**src/rtl/fetch_line_buffer.sv**
```systemverilog
// fetch_line_buffer: single-line instruction fetch buffer in front of the LLC.
// Holds one cache line (data, tag and valid bit). Fetches that hit the line are
// answered one cycle after acceptance. Misses issue a line read to the LLC, refill
// the buffer and then answer. Misaligned fetches (addr[1:0] != 0) are answered
// with resp_err and leave the buffer and the counters untouched.
//
// Ports:
//   clk, reset          clock; synchronous active-low reset
//   req_addr/valid      core fetch byte address and request valid
//   req_ready           high only when idle (request accepted this cycle)
//   resp_data/err/valid instruction word, misalignment flag, response valid
//   resp_ready          core accepts the response
//   flush               invalidate the line buffer (takes effect next cycle)
//   S_R_ADDR/_VALID     LLC line-aligned read request, held until data returns
//   S_R_DATA/_VALID     LLC line data and its valid strobe
//   hit_count           saturating count of buffer hits
//   miss_count          saturating count of buffer misses
module fetch_line_buffer #(
  parameter int unsigned BYTES_PER_LINE = 64,
  parameter int unsigned OFFSET_SIZE    = $clog2(BYTES_PER_LINE)
) (
  input  logic                        clk,
  input  logic                        reset,
  input  logic [63:0]                 req_addr,
  input  logic                        req_valid,
  output logic                        req_ready,
  output logic [31:0]                 resp_data,
  output logic                        resp_err,
  output logic                        resp_valid,
  input  logic                        resp_ready,
  input  logic                        flush,
  output logic [63:0]                 S_R_ADDR,
  output logic                        S_R_ADDR_VALID,
  input  logic [BYTES_PER_LINE*8-1:0] S_R_DATA,
  input  logic                        S_R_DATA_VALID,
  output logic [31:0]                 hit_count,
  output logic [31:0]                 miss_count
);

  localparam int unsigned LineW  = BYTES_PER_LINE * 8;
  localparam int unsigned TagW   = 64 - OFFSET_SIZE;
  localparam int unsigned WidxW  = OFFSET_SIZE - 2;

  localparam logic [1:0] IDLE = 2'd0;
  localparam logic [1:0] MISS = 2'd1;
  localparam logic [1:0] RESP = 2'd2;

  logic [1:0]       state_q, state_d;
  logic [TagW-1:0]  req_tag_q, req_tag_d;
  logic [WidxW-1:0] req_idx_q, req_idx_d;
  logic [LineW-1:0] line_q, line_d;
  logic [TagW-1:0]  tag_q, tag_d;
  logic             valid_q, valid_d;
  logic [31:0]      resp_data_q, resp_data_d;
  logic             resp_err_q, resp_err_d;
  logic [31:0]      hit_q, hit_d;
  logic [31:0]      miss_q, miss_d;

  logic [TagW-1:0]  req_tag;
  logic [WidxW-1:0] req_idx;
  logic             req_misaligned;
  logic             line_hit;

  // Little-endian word select: word k occupies bits 32k+31:32k.
  function automatic logic [31:0] word_sel(input logic [LineW-1:0] line,
                                           input logic [WidxW-1:0] idx);
    logic [LineW-1:0] sh;
    sh = line >> {idx, 5'b00000};
    return sh[31:0];
  endfunction

  assign req_tag        = req_addr[63:OFFSET_SIZE];
  assign req_idx        = req_addr[OFFSET_SIZE-1:2];
  assign req_misaligned = |req_addr[1:0];
  // A flush arriving with the request wins: treat the line as already invalid.
  assign line_hit       = valid_q && !flush && (tag_q == req_tag);

  always_comb begin
    state_d     = state_q;
    req_tag_d   = req_tag_q;
    req_idx_d   = req_idx_q;
    line_d      = line_q;
    tag_d       = tag_q;
    valid_d     = valid_q;
    resp_data_d = resp_data_q;
    resp_err_d  = resp_err_q;
    hit_d       = hit_q;
    miss_d      = miss_q;

    case (state_q)
      IDLE: begin
        if (req_valid) begin
          req_tag_d = req_tag;
          req_idx_d = req_idx;
          if (req_misaligned) begin
            resp_err_d  = 1'b1;
            resp_data_d = '0;
            state_d     = RESP;
          end else if (line_hit) begin
            resp_err_d  = 1'b0;
            resp_data_d = word_sel(line_q, req_idx);
            hit_d       = (hit_q == 32'hFFFF_FFFF) ? hit_q : hit_q + 32'd1;
            state_d     = RESP;
          end else begin
            resp_err_d = 1'b0;
            miss_d     = (miss_q == 32'hFFFF_FFFF) ? miss_q : miss_q + 32'd1;
            state_d    = MISS;
          end
        end
      end
      MISS: begin
        if (S_R_DATA_VALID) begin
          line_d      = S_R_DATA;
          tag_d       = req_tag_q;
          valid_d     = 1'b1;
          resp_data_d = word_sel(S_R_DATA, req_idx_q);
          state_d     = RESP;
        end
      end
      RESP: begin
        if (resp_ready) begin
          state_d = IDLE;
        end
      end
      default: state_d = IDLE;
    endcase

    // Flush overrides a same-cycle refill: the word is still delivered, the line is not kept.
    if (flush) begin
      valid_d = 1'b0;
    end
  end

  always_ff @(posedge clk) begin
    if (!reset) begin
      state_q     <= IDLE;
      req_tag_q   <= '0;
      req_idx_q   <= '0;
      valid_q     <= 1'b0;
      resp_data_q <= '0;
      resp_err_q  <= 1'b0;
      hit_q       <= '0;
      miss_q      <= '0;
    end else begin
      state_q     <= state_d;
      req_tag_q   <= req_tag_d;
      req_idx_q   <= req_idx_d;
      valid_q     <= valid_d;
      resp_data_q <= resp_data_d;
      resp_err_q  <= resp_err_d;
      hit_q       <= hit_d;
      miss_q      <= miss_d;
    end
  end

  // Line storage is only observed when valid_q is set, so it carries no reset.
  always_ff @(posedge clk) begin
    line_q <= line_d;
    tag_q  <= tag_d;
  end

  assign req_ready      = (state_q == IDLE);
  assign resp_valid     = (state_q == RESP);
  assign S_R_ADDR_VALID = (state_q == MISS);
  assign S_R_ADDR       = S_R_ADDR_VALID ? {req_tag_q, {OFFSET_SIZE{1'b0}}} : 64'd0;
  assign resp_data      = resp_data_q;
  assign resp_err       = resp_err_q;
  assign hit_count      = hit_q;
  assign miss_count     = miss_q;

endmodule

```
**config.mk**
```make
export PLATFORM = sky130hd
export DESIGN_NAME = fetch_line_buffer
export DESIGN_NICKNAME = d
export VERILOG_FILES = /design/src/rtl/fetch_line_buffer.sv
export SDC_FILE = /design/constraint.sdc
export NUM_CORES = 1
export LEC_CHECK = 0
export CORE_AREA = 2 2 290 292
export DETAILED_ROUTE_END_ITERATION = 8
export DIE_AREA = 0 0 292 294
export MAX_ROUTING_LAYER = met4
export PLACE_DENSITY = 0.69
export SYNTH_ARGS = -nofsm -noshare
export SYNTH_HDL_FRONTEND = slang
export SYNTH_SLANG_ARGS = --single-unit
export TNS_END_PERCENT = 100
```
**constraint.sdc**
```tcl
create_clock -name clk -period 17.2 [get_ports clk]
set_clock_uncertainty 0.05 [all_clocks]
set_input_delay 2.58 -clock clk [delete_from_list [all_inputs] [get_ports clk]]
set_output_delay 2.58 -clock clk [all_outputs]
set_load 0.02 [all_outputs]
```
# Word-level counts from Yosys, hierarchy flattened
# Cells that the tools add are included.
word_totals:
  reg_bits: 732
  inputBits: 582
  output_inout_bits: 164
  wordCells: 54
op_classes:
  addsub: 2
  eq_ne: 9
  shift: 2
  n_mux: 13
  bitwise_logic: 5
  n_reduce_logical: 13
op_table:
  columns: ["op", "count"]
  rows:
  - [">> shifter 512 x 9 -> 32 bit", 2]
  - ["two-way mux 32 bit", 4]
  - ["adder 32 x 1 -> 32 bit (second input constant)", 2]
  - ["equality test 32 bit (second input constant)", 2]
  - ["two-way mux 64 bit", 1]
  - ["one-hot mux 32 bit (2 select lines)", 1]
  - ["equality test 58 bit", 1]
  - ["two-way mux 2 bit", 5]
  - ["AND reduction 5 bit", 2]
  - ["one-hot mux 2 bit (3 select lines)", 1]
  - ["NOT 1 bit", 5]
  - ["inequality test 2 x 1 -> 1 bit (second input constant)", 2]
  - ["AND reduction 2 bit", 2]
  - ["AND reduction 4 bit", 1]
  - ["OR reduction 2 bit", 2]
  - ["inequality test 3 x 1 -> 1 bit (second input constant)", 1]
  - ["AND reduction 3 bit", 1]
  - ["equality test 2 x 1 -> 1 bit (second input constant)", 1]
  - ["equality test 2 bit (second input constant)", 1]
  - ["logical AND 1 bit", 2]
  - ["logical NOT 2 bit", 1]
  - ["inequality test 2 bit (second input constant)", 1]
  - ["nonzero test 2 bit", 1]
  - ["logical NOT 1 bit", 1]
  - ["two-way mux 1 bit", 1]

# Longest topological paths before layout
# Gate-level depths: netlist of run 1.
depth:
  depth_word: 7
  mapped_depth: 11
  ltp_nobuf: 8

# Worst setup path after synthesis of run 1
# Ideal clock, no wire load.
synth_path:
  kind: "in2reg"
  start: "input S_R_DATA_VALID"
  end: "register line_q[0] (enable)"
  setup_time_ps: 915
  t_arrival_ps: 13665
  required_ps: 16235
  path_slack_ps: 2570
  cell_stages: 2
  path_buffers: 0
  cell_sequence: "nand2_1 > inv_1"
synth_between:
  elab_chain_len: 1
synth_rtl:
  columns: ["item", "line_no", "rtl"]
  rows:
  - ["start, declared", "35", "input logic S_R_DATA_VALID,"]
  - ["AND reduction 2 bit (no source line)", null, null]
  - ["end signal, assigned", "158", "line_q <= line_d;"]
  - ["end, declared", "51", "logic [LineW-1:0] line_q, line_d;"]
# Every way passes these cells.
# A chain may end at the register's enable or synchronous reset.

# Final worst setup path of run 1
layout_path:
  start: "input S_R_DATA_VALID"
  end: "register line_q[407] (enable)"
# Same word-level chain as after synthesis.

==> impl_metrics.tcl, run 1 <==
set metrics [dict create \
    crit_path_end_kind "flop" \
    synthToLayoutAreaGrowth_pct 33.33 \
    synth_seq_cells 732 \
    drive_gt1_frac 0.1525 \
    initial_core_util 0.3994 \
    synth_top_area_frac 0.5170 \
    ys_warn_count 0 \
    wire_per_inst_um 27.47 \
    die_area_um2 85850 \
    leakage_uw 0.01420 \
    routed_wl_um 109900 \
    die_w_um 292 \
    overflow 0 \
    postSynthAreaPerCell_um2 15.68 \
    grt_pass1_wl_um 158600 \
    cts.htree.levels 3 \
    post_cts_buffers 0 \
    clock_latency_ns 0.64 \
    ir_worst_vdd_uv 95.88 \
    maxCapViolCount 0 \
    cts.sinks 732 \
    min_path_type "reg2reg" \
    async_flop_share 0 \
    ys.flop_type "edfxtp_1" \
    cts_resized 0 \
    grt_usage 0.2588 \
    arrival_ns 6.05 \
    hpwl_um 79260 \
    cts_tree "yes" \
    portBuffers 739 \
    setup_viol 0 \
    layout_common_cells "735 x clkdlybuf4s50_1, 570 x edfxtp_1, 256 x mux4_2" \
    synth_area_leaders "edfxtp_1 52%, mux4_2 17%, dfxtp_1 9.8%" \
    cts_hold_buffers 0 \
    rows 106 \
    crit_fanout 129 \
    die_y_um 294 \
    tightest_slew_ns 1.157 \
    period_needed_ns 5.848 \
    crit_type "in2reg" \
    fin_ws_ns 11.35 \
    outcome "completed" \
    grt_pass1_vias 23520 \
    final-hold-violation-count 0 \
    pin_count 746 \
    grt_max_degree 130 \
    yosysTopAreaCell "edfxtp_1" \
    wl_met2_um 55420 \
    dr.pass1.iters 6 \
    slew_headroom 0.2287 \
    synth.distinct_cells 57 \
    antenna_found_initial 44 \
    cts_root_buf "clkbuf_16" \
    top_layer "met4" \
    layout_commonest_cell "clkdlybuf4s50_1" \
    worst_setup_path_start_kind "input port" \
    vias_per_cell 5.659 \
    synthCells 2111 \
    setup_tns_ns 0 \
    cts_buffer_depth 3 \
    wl_met3_um 9218 \
    place_congestion 0.9133 \
    syn_area_um2 33110 \
    final_nets 3396 \
    dp_worst_setup_slack_ns 10.75 \
    grt_setup_unrepaired "no" \
    whs_ns 0.3994 \
    max_freq_mhz 171.0 \
    finalCritPeriodShare 0.3400 \
    pwr_density_cell_nw_per_um2 93.66 \
    cp_data_required_time_ns 17.40 \
    ant_nets 0 \
    drv_slew 0 \
    synth_edf_count 570 \
    core_area_um2 82890 \
    met1_length_um 41950 \
    num_vias 22650 \
    fin_util 0.5326 \
    totalPowerFinal_uw 4135 \
    numCtsBuffers 80 \
    clk_pin_slew_ns 0.06 \
    drc 0 \
    ys_seq_area_frac 0.6149 \
    drt_iter0_drc 1897 \
]
[critical path, stage by stage]
cell             delay (ns)
clkdlybuf4s50_1        0.52
nand2_1                0.21
inv_8                  0.72
buf_4                  0.99
buf_4                  0.82
[final timing paths]
path / from / endpoint / depth (start not counted) / slack (ns)
worst max-delay path: S_R_DATA_VALID / line_q[407]$_DFFE_PP_ / 5 / 11.35
worst min-delay path: req_tag_q[24]$_SDFFE_PN0P_ / tag_q[24]$_DFFE_PP_ / 0 / 0.40
worst max register to register: state_q[0]$_SDFFE_PN0P_ / line_q[407]$_DFFE_PP_ / 6 / 12.53
worst min register to register: req_tag_q[24]$_SDFFE_PN0P_ / tag_q[24]$_DFFE_PP_ / 0 / 0.40
[logic make-up (layout without fill, tap and decap cells)]
logic type                 count (synthesis)  in the layout  share of synthesized area
xor gates and xnor gates                  44             44                    0.01164
DFF                                      732            732                     0.6149
and+or+nand+nor                          458            458                    0.07184
other                                      1             49                  0.0001133
buffers and inverters                    176            939                    0.02551
muxes                                    436            436                     0.2286
AOI/OAI and AO/OA                        262            262                    0.04667
adders and majority gates                  2              2                  0.0007557
[through the flow]
step                cell area (µm²)  cells
floorplan                     33130   2116
global placement              41370   3810
detailed placement            41370   3810
CTS                           44040   3959
global route                  44140   3998
finish                        44150   4002
[state kept, by name, summed over array words and instances (netlist names)]
signal      flops
hit_count      32
line_q        512
miss_count     32
req_idx_q       4
req_tag_q      58
resp_data      32
resp_err        1
state_q         2
tag_q          58
valid_q         1
[Yosys cell counts, drive strengths merged, types with 2 or more instances]
master   number
a211oi        2
a2111oi       2
nor4         25
and2b         3
mux2i       180
o21ai        51
o31a          4
nand2       210
nand4        19
xor2         24
nand4b        2
inv          22
and3         13
dfxtp       162
or3          17
edfxtp      570
nor2b         9
nor2         14
a21oi       102
buf          62
and2         61
o21a          3
o31ai        22
ha            2
or4          26
o22ai        70
and4          3
clkbuf       90
nand2b       19
nand3        26
nor3          8
mux4        256
xnor2        20
[area by class of cell]
cell class	count	area (µm²)
repair buffers	767	7609
well taps	1080	1351
diodes	43	107.6
inverters	23	95.09
multi-input cells	1208	11950
clock buffers	103	2181
clock inverters	46	483.0
fillers	6762	38750
flip-flops and latches	732	20370
[per-layer routing]
layer / GRT usage / vias up
met3: 0.06103 / 170
met2: 0.4297 / 1100
met4: 0.08700 / 0
met1: 0.3118 / 11500
met5: - / -
li1: - / 9876
[power breakdown]
part	switching, µW	leakage [µW]	internal, µW
Combinational	206	0.00648	251
Sequential	21.2	0.00644	1940
Clock	744	0.00128	974
Total	971	0.0142	3160
(Power assumes the default switching activity.)
==> run 2: changes to the inputs <==
==> constraint.sdc (replaced) <==
create_clock -name clk -period 5.4 [get_ports clk]
set_clock_uncertainty 0.05 [all_clocks]
set_input_delay 0.81 -clock clk [delete_from_list [all_inputs] [get_ports clk]]
set_output_delay 0.81 -clock clk [all_outputs]
set_load 0.02 [all_outputs]
==> run 2 against run 1 <==
Effect of this change: clock-buffer cell count grew 10; non-clock buffer count grew 17; flip-flop and latch count is the same; clock power grew to 3.3 times the previous value; critical endpoint is now S_R_ADDR[63]; largest cell class unchanged.
==> impl_metrics.tcl, run 2 (synthesis results as in run 1) <==
set metrics [dict create \
    max_freq_mhz 255.6 \
    overflow 0 \
    fin_cells 4012 \
    place_congestion 0.9303 \
    dpl_cell_area_um2 41650 \
    crit_fanout 33 \
    layout_common_cells "735 x clkdlybuf4s50_1, 570 x edfxtp_1, 256 x mux4_2" \
    portBuffers 739 \
    grt_usage 0.2553 \
    worst_setup_path_start_kind "flop" \
    r2r_slack_ns 1.90 \
    reg2reg_to "hit_count[13]$_SDFFE_PN0P_" \
    leakage_uw 0.01436 \
    arrival_ns 3.05 \
    p_int_uw 10270 \
    cp-startpoint "state_q[0]$_SDFFE_PN0P_" \
    drt_iter0_drc 1745 \
    totalPowerFinal_uw 13310 \
    setup_viol 0 \
    grt_pass1_vias 23490 \
    crit_path_end_kind "output pin" \
    routed_wl_um 108600 \
    cts_hold_buffers 0 \
    clock_latency_ns 0.63 \
    wire_per_inst_um 27.06 \
    reg2reg_depth 7 \
    drc 0 \
    top_regs "line_q: 512 flops, req_tag_q: 58 flops, tag_q: 58 flops" \
    cts.sinks 732 \
    p_seq_frac 0.470 \
    grt_max_degree 146 \
    die_w_um 292 \
    outcome "completed" \
    cts_tree "yes" \
    clkPwrFrac 0.421 \
    pin_count 746 \
    vias_per_cell 5.630 \
    cts_root_buf "clkbuf_16" \
    placed_cells 3827 \
    slew_headroom 0.3723 \
    core_area_um2 82890 \
    dr.pass1.iters 5 \
    cts_resized 0 \
    finalCritPeriodShare 0.7245 \
    synthToLayoutAreaGrowth_pct 34.29 \
    tightest_slew_ns 0.9416 \
    final_area_um2 44460 \
    initial_core_util 0.3994 \
    switchingPower_uw 3039 \
    final-hold-violation-count 0 \
    final_nets 3415 \
    antenna_found_initial 33 \
    cts_buffer_depth 3 \
    fin_util 0.5364 \
    layout_commonest_cell "clkdlybuf4s50_1" \
    rr_startpoint "tag_q[0]$_DFFE_PP_" \
    crit_type "reg2out" \
    top_register "line_q" \
    pwr_density_cell_nw_per_um2 299.3 \
    combinationalPowerShare 0.109 \
    min_path_type "reg2reg" \
    cp_data_required_time_ns 4.54 \
    grt_setup_unrepaired "no" \
    ir_worst_vdd_uv 272.1 \
    drive_gt1_frac 0.1557 \
    ant_nets 0 \
    post_cts_buffers 0 \
    num_vias 22590 \
    period_needed_ns 3.912 \
    cts.htree.levels 3 \
    endpoint "S_R_ADDR[63]" \
    rows 106 \
    maxCapViolCount 0 \
    clk_pin_slew_ns 0.06 \
    grt_pass1_wl_um 156300 \
    numCtsBuffers 82 \
    die_area_um2 85850 \
    largest_reg_flops 512 \
    hpwl_um 77760 \
    netSwitchingFraction 0.2284 \
    die_y_um 294 \
    drv_slew 0 \
]
## run 2: cell count changes in the layout (fill, tap and decap cells not counted), sizes merged
cell	previous run	this run
buf	32	49
clkbuf	103	113
diode	43	35
clkinvlp	6	1
clkinv	35	31
bufinv	4	5
inv	24	23
## run 2: power groups by stage
| stage | Clock (µW) | Combinational (µW) | Sequential (µW) |
|---|---|---|---|
| after floorplan | 0 | 706 | 6360 |
| after global routing | 5920 | 1540 | 6260 |
| after detailed placement | 0 | 1460 | 6370 |
| after global placement | 0 | 1430 | 6360 |
| after CTS | 5710 | 1460 | 6250 |
| final | 5610 | 1450 | 6250 |
## run 2: routing by layer
| metal | track usage | vias to the layer above | wire [µm] | share of wire |
|---|---|---|---|---|
| met5 | - | - | 0 | 0 |
| met4 | 0.07996 | 0 | 2614 | 0.024 |
| met3 | 0.06556 | 146 | 9771 | 0.090 |
| met2 | 0.4281 | 1058 | 54950 | 0.51 |
| met1 | 0.3024 | 11460 | 41220 | 0.38 |
| li1 | - | 9920 | - | - |
## run 2: how the worst min path moves through the flow
| stage | from | end | slack [ns] | cells after the start |
|---|---|---|---|---|
| after floorplan | req_tag_q[0]$_SDFFE_PN0P_ | tag_q[0]$_DFFE_PP_ | 0.37 | 0 |
| after global placement | req_tag_q[28]$_SDFFE_PN0P_ | tag_q[28]$_DFFE_PP_ | 0.38 | 0 |
| after detailed placement | req_tag_q[9]$_SDFFE_PN0P_ | tag_q[9]$_DFFE_PP_ | 0.38 | 0 |
| after CTS | req_tag_q[22]$_SDFFE_PN0P_ | tag_q[22]$_DFFE_PP_ | 0.37 | 0 |
| after global routing | req_tag_q[22]$_SDFFE_PN0P_ | tag_q[22]$_DFFE_PP_ | 0.39 | 0 |
| final | req_tag_q[22]$_SDFFE_PN0P_ | tag_q[22]$_DFFE_PP_ | 0.37 | 0 |
## run 2: through the flow
| stage | TNS, ns | hold slack [ns] | setup slack [ns] |
|---|---|---|---|
| after floorplan | -2568.88 | 0.3718 | -4.499 |
| after global placement | 0 | 0.3777 | 1.226 |
| after detailed placement | 0 | 0.3850 | 1.152 |
| after CTS | 0 | 0.3730 | 1.473 |
| after global routing | 0 | 0.3941 | 1.372 |
| final | 0 | 0.3679 | 1.488 |
## run 2: final cells by class
| type | instances | area, µm² |
|---|---|---|
| antenna | 35 | 87.58 |
| clock buffer | 113 | 2327 |
| clock inverter | 37 | 395.4 |
| fill | 6709 | 38430 |
| inverter | 23 | 91.34 |
| multi-input combinational | 1208 | 11970 |
| sequential | 732 | 20370 |
| tap | 1080 | 1351 |
| timing repair buffer | 784 | 7874 |
## run 2: critical path: stages (launching register included)
cell	delay (ns)
dfxtp_1	0.39
nor2b_4	0.65
buf_4	0.47
and2_1	0.23
clkdlybuf4s50_1	0.68
==> run 3: changes to the inputs <==
==> constraint.sdc (replaced) <==
create_clock -name clk -period 3.6 [get_ports clk]
set_clock_uncertainty 0.05 [all_clocks]
set_input_delay 0.54 -clock clk [delete_from_list [all_inputs] [get_ports clk]]
set_output_delay 0.54 -clock clk [all_outputs]
set_load 0.02 [all_outputs]
==> run 3 against run 2 <==
Effect of this change: register-to-register slack got worse by 1.4 ns; via count up 1.0%; final cell count up 0.97%.
==> impl_metrics.tcl, run 3 (synthesis results as in run 1) <==
set metrics [dict create \
    outcome "completed" \
    layout_common_cells "735 x clkdlybuf4s50_1, 570 x edfxtp_1, 256 x mux4_2" \
    drt_iter0_drc 2176 \
    die_area_um2 85850 \
    layout_commonest_cell "clkdlybuf4s50_1" \
    tightest_slew_ns 0.7944 \
    cpPeakStageDelay_ns 0.80 \
    ant_nets 0 \
    num_vias 22820 \
    post_cts_buffers 0 \
    period_needed_ns 3.148 \
    place_congestion 0.9105 \
    die_w_um 292 \
    path_cells "nand3_1 -> nor2_1 -> nand3_1 -> nor4_1 -> nand4b_4 -> buf_4 -> buf_4 -> xor2_1 -> nor2_1" \
    r2r_slack_ns 0.45 \
    fin_cells 4051 \
    numCtsBuffers 80 \
    seq_area_um2 20370 \
    leakage_uw 0.01455 \
    cts_hold_buffers 0 \
    largest_reg_flops 512 \
    drive_gt1_frac 0.1671 \
    placed_cells 3865 \
    wire_per_inst_um 27.61 \
    combinationalPowerShare 0.115 \
    crit_buf_inv 2 \
    worst_setup_path_start_kind "flop" \
    fin_ws_ns 0.4518 \
    slowest_stage "nor4_1" \
    pin_count 746 \
    cp_data_required_time_ns 4.02 \
    cts.htree.levels 3 \
    antenna_found_initial 39 \
    grt_max_degree 106 \
    overflow 0 \
    top_regs "line_q: 512 flops, req_tag_q: 58 flops, tag_q: 58 flops" \
    cts.sinks 732 \
    crit_path_end_kind "flop" \
    final-hold-violation-count 0 \
    hpwl_um 82650 \
    routed_wl_um 111800 \
    rows 106 \
    drc 0 \
    initial_core_util 0.3994 \
    slew_headroom 0.4655 \
    final_nets 3451 \
    ir_worst_vdd_uv 322.6 \
    fin_util 0.5408 \
    grt_pass1_wl_um 160300 \
    drv_slew 0 \
    cts_tree "yes" \
    cts_buffer_depth 3 \
    setup_tns_ns 0 \
    setup_viol 0 \
    clkPwrFrac 0.413 \
    grt_pass1_vias 23680 \
    finalCritPeriodShare 0.8745 \
    n_fill_cell 6621 \
    synthToLayoutAreaGrowth_pct 35.38 \
    die_y_um 294 \
    switchingPower_uw 4620 \
    maxCapViolCount 0 \
    crit_fanout 10 \
    dr.pass1.iters 5 \
    crit_type "reg2reg" \
    cp_top_family "simple AND/OR/NAND/NOR gates" \
    max_freq_mhz 317.6 \
    min_path_type "in2reg" \
    cts_resized 0 \
    multi_input_area_um2 11970 \
    dp_worst_setup_slack_ns 0.04227 \
    portBuffers 739 \
    p_seq_frac 0.472 \
    pwr_density_cell_nw_per_um2 442.5 \
    clk_pin_slew_ns 0.06 \
    clock_latency_ns 0.63 \
    grt_setup_unrepaired "no" \
    arrival_ns 3.57 \
    core_area_um2 82890 \
    top_register "line_q" \
    grt_usage 0.2633 \
    vias_per_cell 5.634 \
    cts_root_buf "clkbuf_16" \
    p_int_uw 15220 \
    netSwitchingFraction 0.2329 \
]
run 3: changes by cell type in the layout (fill, tap and decap cells not counted), moves of 4 or more:
cell	change
clkbuf_16	-6
diode_2	+4
buf_12	+15
clkinv_2	+6
buf_4	+23
clkbuf_8	-5
run 3: final cells by class:
class / instances / area share
inverter: 23 / 0.002038
clock buffer: 99 / 0.04670
clock inverter: 48 / 0.01130
multi-input combinational: 1208 / 0.2669
sequential: 732 / 0.4545
timing repair buffer: 822 / 0.1862
antenna: 39 / 0.002177
tap: 1080 / 0.03015
run 3: path summary, 6_finish.rpt:
check / from / to / cells after the start
worst max register to register: hit_count[3]$_SDFFE_PN0P_ / hit_count[0]$_SDFFE_PN0P_ / 9
worst min register to register: req_tag_q[44]$_SDFFE_PN0P_ / tag_q[44]$_DFFE_PP_ / 0
worst min-delay path: reset / miss_count[8]$_SDFFE_PN0P_ / 2
worst max-delay path: hit_count[3]$_SDFFE_PN0P_ / hit_count[0]$_SDFFE_PN0P_ / 9
run 3: power groups by stage:
stage / clock network [µW] / registers [µW] / logic [µW]
final: 8190 / 9360 / 2280
after CTS: 8330 / 9360 / 2290
after global routing: 8630 / 9370 / 2410
after global placement: 0 / 9530 / 2250
after detailed placement: 0 / 9540 / 2280
after floorplan: 0 / 9540 / 1060
run 3: through the flow:
stage | cell area, µm² | total power [µW] | hold slack (ns)
2_1_floorplan | 33150 | 10600 | 0.3718
3_3_place_gp | 42130 | 11780 | 0.3810
3_5_place_dp | 42130 | 11830 | 0.3845
4_1_cts | 44730 | 19990 | 0.3101
5_1_grt | 44820 | 20410 | 0.3521
6_report | 44820 | 19830 | 0.3549
run 3: layer usage:
metal,vias up,GRT usage,part of all wire
met2,1119,0.4467,0.51
met1,11570,0.3089,0.37
li1,9974,-,-
met4,0,0.08977,0.027
met5,-,-,0
met3,164,0.06103,0.086
